## src/rtl/alu_pkg.sv

```systemverilog
// Shared definitions for the shared-ALU controller: ALU control codes, FSM state type,
// default datapath width and the legal-opcode helper.
package alu_pkg;

    localparam int ALU_DATA_W = 32;

    localparam logic [3:0] ALU_AND = 4'b0000;
    localparam logic [3:0] ALU_OR  = 4'b0001;
    localparam logic [3:0] ALU_ADD = 4'b0010;
    localparam logic [3:0] ALU_SUB = 4'b0110;
    localparam logic [3:0] ALU_SLT = 4'b0111;

    typedef enum logic [1:0] {
        ST_IDLE = 2'd0,
        ST_EXEC = 2'd1,
        ST_RESP = 2'd2
    } state_t;

    // ALU_SLT is deliberately absent: the ALU treats it like any other unlisted code.
    function automatic logic ctrl_legal(input logic [3:0] ctrl);
        return (ctrl == ALU_AND) || (ctrl == ALU_OR) || (ctrl == ALU_ADD) || (ctrl == ALU_SUB);
    endfunction

endpackage

```

## src/rtl/alu.sv

```systemverilog
// Combinational ALU shared by both requesters. Unlisted control codes pass operand a through.
module alu
    import alu_pkg::*;
#(
    parameter int DATA_W = ALU_DATA_W
) (
    input  logic [3:0]        ctrl,
    input  logic [DATA_W-1:0] a,
    input  logic [DATA_W-1:0] b,
    output logic [DATA_W-1:0] result,
    output logic              zero
);

    always_comb begin
        result = a;
        case (ctrl)
            ALU_AND: result = a & b;
            ALU_OR:  result = a | b;
            ALU_ADD: result = a + b;
            ALU_SUB: result = a - b;
            default: result = a;
        endcase
    end

    assign zero = (result == '0);

endmodule

```

## src/rtl/alu_rr_arb.sv

```systemverilog
// Two-way round-robin grant: on a tie the port that did not own the last operation wins.
module alu_rr_arb (
    input  logic [1:0] valid,
    input  logic       last_owner,
    output logic [1:0] grant
);

    always_comb begin
        grant = valid;
        if (valid == 2'b11) begin
            grant = last_owner ? 2'b01 : 2'b10;
        end
    end

endmodule

```

## src/rtl/alu_share_ctrl.sv

```systemverilog
// Time-shares one ALU between the datapath (port 0) and branch-compare path (port 1).
// Optional illegal-opcode reporting is enabled with macro ALU_SHARE_ERR_EN.
//
// state   | meaning
// IDLE    | waiting for a request; grant is combinational, operands latched on accept
// EXEC    | operand registers drive the ALU; result, zero and err are registered
// RESP    | resp<owner>_valid held with stable result until resp<owner>_ready
module alu_share_ctrl
    import alu_pkg::*;
#(
    parameter int DATA_W = ALU_DATA_W,
    parameter int CNT_W  = 16
) (
    input  logic              clk,
    input  logic              reset,
    input  logic              req0_valid,
    output logic              req0_ready,
    input  logic [DATA_W-1:0] req0_a,
    input  logic [DATA_W-1:0] req0_b,
    input  logic [3:0]        req0_ctrl,
    input  logic              req1_valid,
    output logic              req1_ready,
    input  logic [DATA_W-1:0] req1_a,
    input  logic [DATA_W-1:0] req1_b,
    input  logic [3:0]        req1_ctrl,
    output logic              resp0_valid,
    input  logic              resp0_ready,
    output logic              resp1_valid,
    input  logic              resp1_ready,
    output logic [DATA_W-1:0] resp_result,
    output logic              resp_zero,
    output logic              resp_err,
    output logic              busy,
    output logic [CNT_W-1:0]  ops_done
);

    state_t            state;
    logic              last_owner;
    logic              owner;
    logic [DATA_W-1:0] op_a;
    logic [DATA_W-1:0] op_b;
    logic [3:0]        op_ctrl;
    logic [1:0]        grant;
    logic              accept_ok;
    logic [DATA_W-1:0] alu_out;
    logic              alu_zero;
    logic              op_err;
    logic [DATA_W-1:0] exec_result;
    logic              exec_zero;
    logic              resp_taken;

    alu_rr_arb u_arb (
        .valid      ({req1_valid, req0_valid}),
        .last_owner (last_owner),
        .grant      (grant)
    );

    alu #(.DATA_W(DATA_W)) u_alu (
        .ctrl   (op_ctrl),
        .a      (op_a),
        .b      (op_b),
        .result (alu_out),
        .zero   (alu_zero)
    );

    // Ready is masked during reset so no request is acknowledged and then discarded.
    assign accept_ok  = (state == ST_IDLE) && !reset;
    assign req0_ready = accept_ok && grant[0];
    assign req1_ready = accept_ok && grant[1];
    assign busy       = (state != ST_IDLE);
    assign resp_taken = owner ? resp1_ready : resp0_ready;

`ifdef ALU_SHARE_ERR_EN
    assign op_err      = !ctrl_legal(op_ctrl);
    assign exec_result = op_err ? '0 : alu_out;
    assign exec_zero   = op_err ? 1'b0 : alu_zero;
`else
    assign op_err      = 1'b0;
    assign exec_result = alu_out;
    assign exec_zero   = alu_zero;
`endif

    always_ff @(posedge clk) begin
        if (reset) begin
            state       <= ST_IDLE;
            last_owner  <= 1'b1;
            owner       <= 1'b0;
            op_a        <= '0;
            op_b        <= '0;
            op_ctrl     <= '0;
            resp_result <= '0;
            resp_zero   <= 1'b0;
            resp_err    <= 1'b0;
            resp0_valid <= 1'b0;
            resp1_valid <= 1'b0;
            ops_done    <= '0;
        end else begin
            case (state)
                ST_IDLE: begin
                    if (grant != 2'b00) begin
                        owner   <= grant[1];
                        op_a    <= grant[1] ? req1_a    : req0_a;
                        op_b    <= grant[1] ? req1_b    : req0_b;
                        op_ctrl <= grant[1] ? req1_ctrl : req0_ctrl;
                        state   <= ST_EXEC;
                    end
                end
                ST_EXEC: begin
                    resp_result <= exec_result;
                    resp_zero   <= exec_zero;
                    resp_err    <= op_err;
                    resp0_valid <= !owner;
                    resp1_valid <= owner;
                    state       <= ST_RESP;
                end
                ST_RESP: begin
                    if (resp_taken) begin
                        resp0_valid <= 1'b0;
                        resp1_valid <= 1'b0;
                        ops_done    <= ops_done + CNT_W'(1);
                        last_owner  <= owner;
                        state       <= ST_IDLE;
                    end
                end
                default: state <= ST_IDLE;
            endcase
        end
    end

endmodule

```

## config.mk

```make
export PLATFORM = sky130hd
export DESIGN_NAME = alu_share_ctrl
export DESIGN_NICKNAME = d
export VERILOG_FILES = /design/src/rtl/alu_pkg.sv /design/src/rtl/alu.sv /design/src/rtl/alu_rr_arb.sv /design/src/rtl/alu_share_ctrl.sv
export SDC_FILE = /design/constraint.sdc
export NUM_CORES = 1
export LEC_CHECK = 0
export CAP_MARGIN = 10
export CORE_MARGIN = 1
export CORE_UTILIZATION = 30
export CTS_CLUSTER_DIAMETER = 100
export DETAILED_ROUTE_END_ITERATION = 10
export PLACE_DENSITY_LB_ADDON = 0.3
export SYNTH_ARGS = -nofsm -noshare
export SYNTH_HDL_FRONTEND = slang
export SYNTH_SLANG_ARGS = --single-unit
```

## constraint.sdc

```tcl
create_clock -name clk -period 7.5 [get_ports clk]
set_clock_uncertainty 0.05 [all_clocks]
set_input_delay 1.875 -clock clk [delete_from_list [all_inputs] [get_ports clk]]
set_output_delay 1.875 -clock clk [all_outputs]
set_load 0.02 [all_outputs]
```

; After elaboration in Yosys (flattened, before gate mapping)
; Cells that the tools add are included.
[totals]
reg_bits = 123
in_bits = 142
word_cells = 52
[classes]
add_sub_neg = 3
n_eq_ne = 8
muxes = 13
bitwise = 2
reduce_logical = 15
[op_table]
columns = op, n
row1 = $pmux W32 S4, 1
row2 = $mux W32, 2
row3 = $add A32 B32 Y32, 1
row4 = $and A32 B32 Y32, 1
row5 = $logic_not A32 Y1, 1
row6 = $or A32 B32 Y32, 1
row7 = $sub A32 B32 Y32, 1
row8 = $add A16 B1 Y16 const B, 1
row9 = $mux W2, 4
row10 = $reduce_and A2 Y1, 4
row11 = $pmux W2 S3, 1
row12 = $reduce_bool A2 Y1, 3
row13 = $eq A2 B2 Y1 const B, 2
row14 = $eq A4 B1 Y1 const B, 1
row15 = $eq A4 B2 Y1 const B, 1
row16 = $eq A4 B3 Y1 const B, 1
row17 = $logic_not A4 Y1, 1
row18 = $mux W4, 1
row19 = $pmux W1 S2, 2
row20 = $logic_and A1 B1 Y1, 3
row21 = $eq A2 B1 Y1 const B, 1
row22 = $logic_not A1 Y1, 2
row23 = $logic_not A2 Y1, 1
row24 = $mux W1, 2
row25 = other kinds (2), 2

; Logic depth before layout (Yosys ltp)
[logic_depth]
ltp_word = 5
ltp_mapped = 22
mapped_depth_nobuf = 19

; Modules after synthesis
; Synthesis repeated with hierarchy kept, for this count alone.
[hier_totals]
hier_cells = 1088
hier_area_um2 = 8597.0
[by_module_without_submodules]
columns = module, n_inst, cells_each, area_per_inst_um2, seq_area_each_um2
row1 = alu_share_ctrl, 1, 565, 5074.9, 2462.4
row2 = alu, 1, 520, 3503.4, 0.0
row3 = alu_rr_arb, 1, 3, 18.8, 0.0

; Worst setup path after synthesis
; OpenSTA, ideal clock, no wires.
[synth_path]
kind = reg-to-reg
start = reg op_b[6]
end = reg resp_zero
setup_time_ps = 59
arrival_time_ps = 4977
path_slack_ps = 2413
path_stages_with_launch = 21
n_path_buf = 3
period_less_slack_ps = 5087
path_cell_list = dfxtp_1 buf_6 or4_4 or3_1 or3_1 or3_1 buf_2 o31ai_1 xor2_1 ha_1 clkbuf_1 nand4_1 nand2b_1 and2_1 a31oi_1 a21boi_0 xnor2_1 a2111oi_0 nand4_1 or4_1 nand2_1
[synth_via]
elab_chain_cells = 3
word_cells_on_any_way = 6
classes_between = 2 x add/sub / 1 x mux / 2 x bitwise / 1 x reduce/logical
[synth_rtl]
columns = element, line_no
row1 = from (decl), alu_share_ctrl.sv:41  ; logic [DATA_W-1:0] op_b;
row2 = from (signal assigned), alu_share_ctrl.sv:103  ; op_b <= grant[1] ? req1_b : req0_b;
row3 = "$sub A32 B32 Y32, or another cell as far along", alu.sv:20  ; ALU_SUB: result = a - b;
row4 = $pmux W32 S4 (*), alu.sv:16  ; case (ctrl)
row5 = $logic_not A32 Y1 (*), alu.sv:25  ; assign zero = (result == '0);
row6 = to (signal assigned), alu_share_ctrl.sv:110  ; resp_zero <= exec_zero;
row7 = to (decl), alu_share_ctrl.sv:31  ; output logic resp_zero,
; Every way passes the cells marked *; elsewhere a longest branch is shown, timed or not.
; A chain may end at the register's enable or synchronous reset.

; Worst setup path in the final report
[layout_path]
start = reg op_ctrl[3]
end = reg resp_zero
[layout_via]
elab_chain_cells = 3
word_cells_on_any_way = 6
classes_between = 3 x eq/ne / 1 x mux / 2 x reduce/logical
[layout_rtl]
columns = element, line_no
row1 = from (decl), alu_share_ctrl.sv:42  ; logic [3:0] op_ctrl;
row2 = from (signal assigned), alu_share_ctrl.sv:104  ; op_ctrl <= grant[1] ? req1_ctrl : req0_ctrl;
row3 = "$eq A4 B3 Y1, or another cell as far along", alu.sv:16
row4 = $pmux W32 S4 (*), alu.sv:16
row5 = $logic_not A32 Y1 (*), alu.sv:25
; Marks and branches as above.

==> flow_summary_export.csv <==
group,metric,value,unit
outcome,outcome,"completed",
yosys,ys_ff_latch,123,
yosys,yosysSeqAreaShare,29.8,%
sta,setup_viol,0,
yosys,synth_cell_types,69,
critical_path,worstSetupPathType,"reg -> reg",
critical_path,arrival,5810,ps
clock_tree,cts_hold_buf,0,
critical_path,crit_path_end_kind,"flop",
clock_tree,root_buffer,"clkbuf_16",
critical_path,crit_path_max_incr_delay,520,ps
clock_tree,post_cts_resized,0,
sta,finalCritPeriodShare,73.3,%
yosys,netlist_instances,1127,
die,rows,60,
yosys,synth_edf_count,0,
sta,setup_tns,0,ps
die,pin_count,197,
sta,max_freq,182,MHz
die,initial_core_util,30.6,%
critical_path,path_common_cell,"o21ai_0",
clock_tree,cts.sink_count,123,
global_routing,grt_antenna_before_repair,0,
placement,hpwlAfterDp,22.1,mm
clock_tree,cts_tree,"yes",
yosys,yosys_warnings,0,
die,core,0.0270,mm²
routing,vias,8662,
clock_tree,clockBufferDepth,2,
min_path,hp-class,"reg -> reg",
sta,final.setup.worst_slack,2000,ps
global_routing,grt-ovfl-total,0,
clock_tree,cts_setup_buffers,0,
global_routing,grt_first_pass_wirelength,45.9,mm
placement,pre_cts_ws,2040,ps
routing,antenna_left,0,
sta,hold_viol,0,
yosys,synthTopCellsByArea,"dfxtp_1, nand2_1, a21oi_1, nor2_1, ha_1",
yosys,yosys.area.top_type,"dfxtp_1",
yosys,synth_top_area_share,29.8,%
routing,drtPass1Iterations,5,
pwr,p_leak,0.00433,µW
sta,drv_slew,0,
yosys,synth_common_cells,"nand2_1, nor2_1, dfxtp_1",
clock_tree,cts_buffers,17,
clock_tree,htreeDepth,4,
sta,fin_crit,5500,ps
yosys,synth_flop_cell,"dfxtp_1",
global_routing,gr-usage-all-layers,20.7,%
yosys,synth_area,0.00826,mm²
yosys,synth_most_common_cell,"nand2_1",
yosys,synth_nets,1305,
critical_path,critPathLaunchType,"flop",
yosys,async_reset_ff_share,0,%
layout,nets,1445,
critical_path,path_cells,"nor2_1, and2_1, buf_4, nand2_1, buf_4, o21ai_0, inv_1, ha_1, nor2b_1, o2111ai_1, a211oi_1, o21ai_0, o21ai_0, xor2_1, a221oi_1, and4b_1, nand4_1, or4_1, nand2_1",
layout,n_antenna_cell,0,
sta,rsz0062_at_grt,"no",
clock_tree,clk_pin_slew,60,ps
die,die_w,168,µm
placement,port_buffers,195,
routing,drc,0,
global_routing,grt_pass1_vias,8063,
routing,drt_iter0_markers,585,
layout,syn_to_final_growth,33.3,%
routing,routed_wl,28.9,mm
critical_path,required,7820,ps
global_routing,grt_max_degree,83,
placement,gp_congestion,0.942,
layout,drive_gt1_share,4.69,%
routing,wl_per_cell,17.8,µm
job,drv_cap,0,
die,die_h,168,µm
critical_path,critPathMaxFanout,35,
routing,drt-vias-per-instance,5.34,
sta,tightest_slew,1130,ps
critical_path,cpMaxStageDelayCell,"or4_1",
pwr,irDropWorstVdd,0.000156,V
pwr,p_per_area,251,mW/mm²
clock_tree,clk_latency,430,ps
yosys,syn_area_per_cell,7.33,µm²
layout,fillers,2798,
sta,max_slew_margin,24.6,%
die,die-area,0.0282,mm²
[worst max-delay path: cells and delay by family (launching register included)]
| kind | cells | cell delay (ps) |
|---|---|---|
| and+or+nand+nor | 8 | 1720 |
| adders and majority gates | 1 | 280 |
| AOI/OAI and AO/OA | 6 | 2120 |
| buffers and inverters | 3 | 710 |
| xor gates and xnor gates | 1 | 100 |
| DFF | 1 | 460 |
[report_power, final]
part | internal, µW | switching (µW)
sequential | 730 | 109
clock | 502 | 364
combinational | 447 | 607
total | 1680 | 1080
[cell usage in the layout, fill, tap and decap left out, types with 4 or more instances in the layout]
| master | synthesis | layout |
|---|---|---|
| nand2_1 | 198 | 197 |
| clkdlybuf4s50_1 | 0 | 194 |
| nor2_1 | 127 | 126 |
| dfxtp_1 | 123 | 123 |
| a21oi_1 | 99 | 99 |
| a31oi_1 | 55 | 55 |
| o21ai_0 | 48 | 48 |
| ha_1 | 35 | 35 |
| xor2_1 | 34 | 34 |
| xnor2_1 | 31 | 31 |
| a311oi_1 | 31 | 31 |
| a211oi_1 | 27 | 27 |
| nor3_1 | 19 | 18 |
| clkbuf_16 | 0 | 17 |
| inv_1 | 14 | 14 |
| nand3_1 | 14 | 14 |
| maj3_1 | 14 | 14 |
| or3_1 | 13 | 13 |
| nand4_1 | 12 | 12 |
| a21o_1 | 11 | 11 |
| buf_4 | 1 | 11 |
| nand2b_1 | 10 | 10 |
| and3_1 | 9 | 9 |
| a22oi_1 | 8 | 8 |
| o31ai_1 | 7 | 7 |
| mux2i_1 | 7 | 7 |
| and2_1 | 7 | 6 |
| nor4_1 | 6 | 6 |
| nor2b_1 | 7 | 6 |
| a22o_1 | 6 | 6 |
| a221oi_1 | 6 | 6 |
| o21a_1 | 5 | 5 |
| o211ai_1 | 5 | 5 |
| inv_6 | 0 | 5 |
| or2_2 | 4 | 4 |
| a21boi_0 | 4 | 4 |
| o21bai_1 | 4 | 4 |
[worst paths after layout]
path / to / start / slack, ps / depth (start not counted)
max reg2reg: resp_zero$_SDFFE_PP0P_ / op_ctrl[3]$_SDFFE_PP0P_ / 2000 / 19
max: resp_zero$_SDFFE_PP0P_ / op_ctrl[3]$_SDFFE_PP0P_ / 2000 / 19
min reg2reg: resp_result[30]$_SDFFE_PP0P_ / resp_result[30]$_SDFFE_PP0P_ / 400 / 2
min: resp_result[30]$_SDFFE_PP0P_ / resp_result[30]$_SDFFE_PP0P_ / 400 / 2
[logic make-up after synthesis]
logic type / count (synthesis) / share of synthesized area, %
AOI/OAI and AO/OA: 344 / 27.4
xor gates and xnor gates: 65 / 6.89
adders and majority gates: 50 / 7.24
buffers and inverters: 100 / 4.71
DFF: 123 / 29.8
muxes: 8 / 0.985
other: 1 / 0.0454
and+or+nand+nor: 436 / 23.0
[flip-flops by register name (all words and copies together) (netlist names)]
register / count
op_a: 32
op_b: 32
resp_result: 32
ops_done: 16
op_ctrl: 4
state: 2
last_owner: 1
owner: 1
resp0_valid: 1
resp1_valid: 1
resp_zero: 1
[cell type report]
class	instances	area [µm²]	share of cell area, %
Sequential cell	123	2460	22.4
Clock inverter	15	178	1.61
Multi-Input combinational cell	904	5430	49.3
Clock buffer	17	425	3.86
Inverter	15	56.3	0.511
Timing Repair Buffer	206	2030	18.4
Tap cell	341	427	3.88
[per-layer routing]
layer	track usage, %	wire length, µm
met1	30.8	14700
met2	28.9	11600
met3	5.05	2170
met4	5.98	442
met5	0	0
[stage by stage]
step,std cells,util [%],cell area [µm²],power (µW),hold slack [ps]
floorplan,1127,-,8260,1530,455
global placement,1589,38.6,10400,1890,393
detailed placement,1589,38.6,10400,1900,397
CTS,1621,40.8,11000,2770,405
global route,1621,40.8,11000,2940,439
finish,1621,40.8,11000,2760,402
No activity file was read; power rests on OpenSTA's default activity.
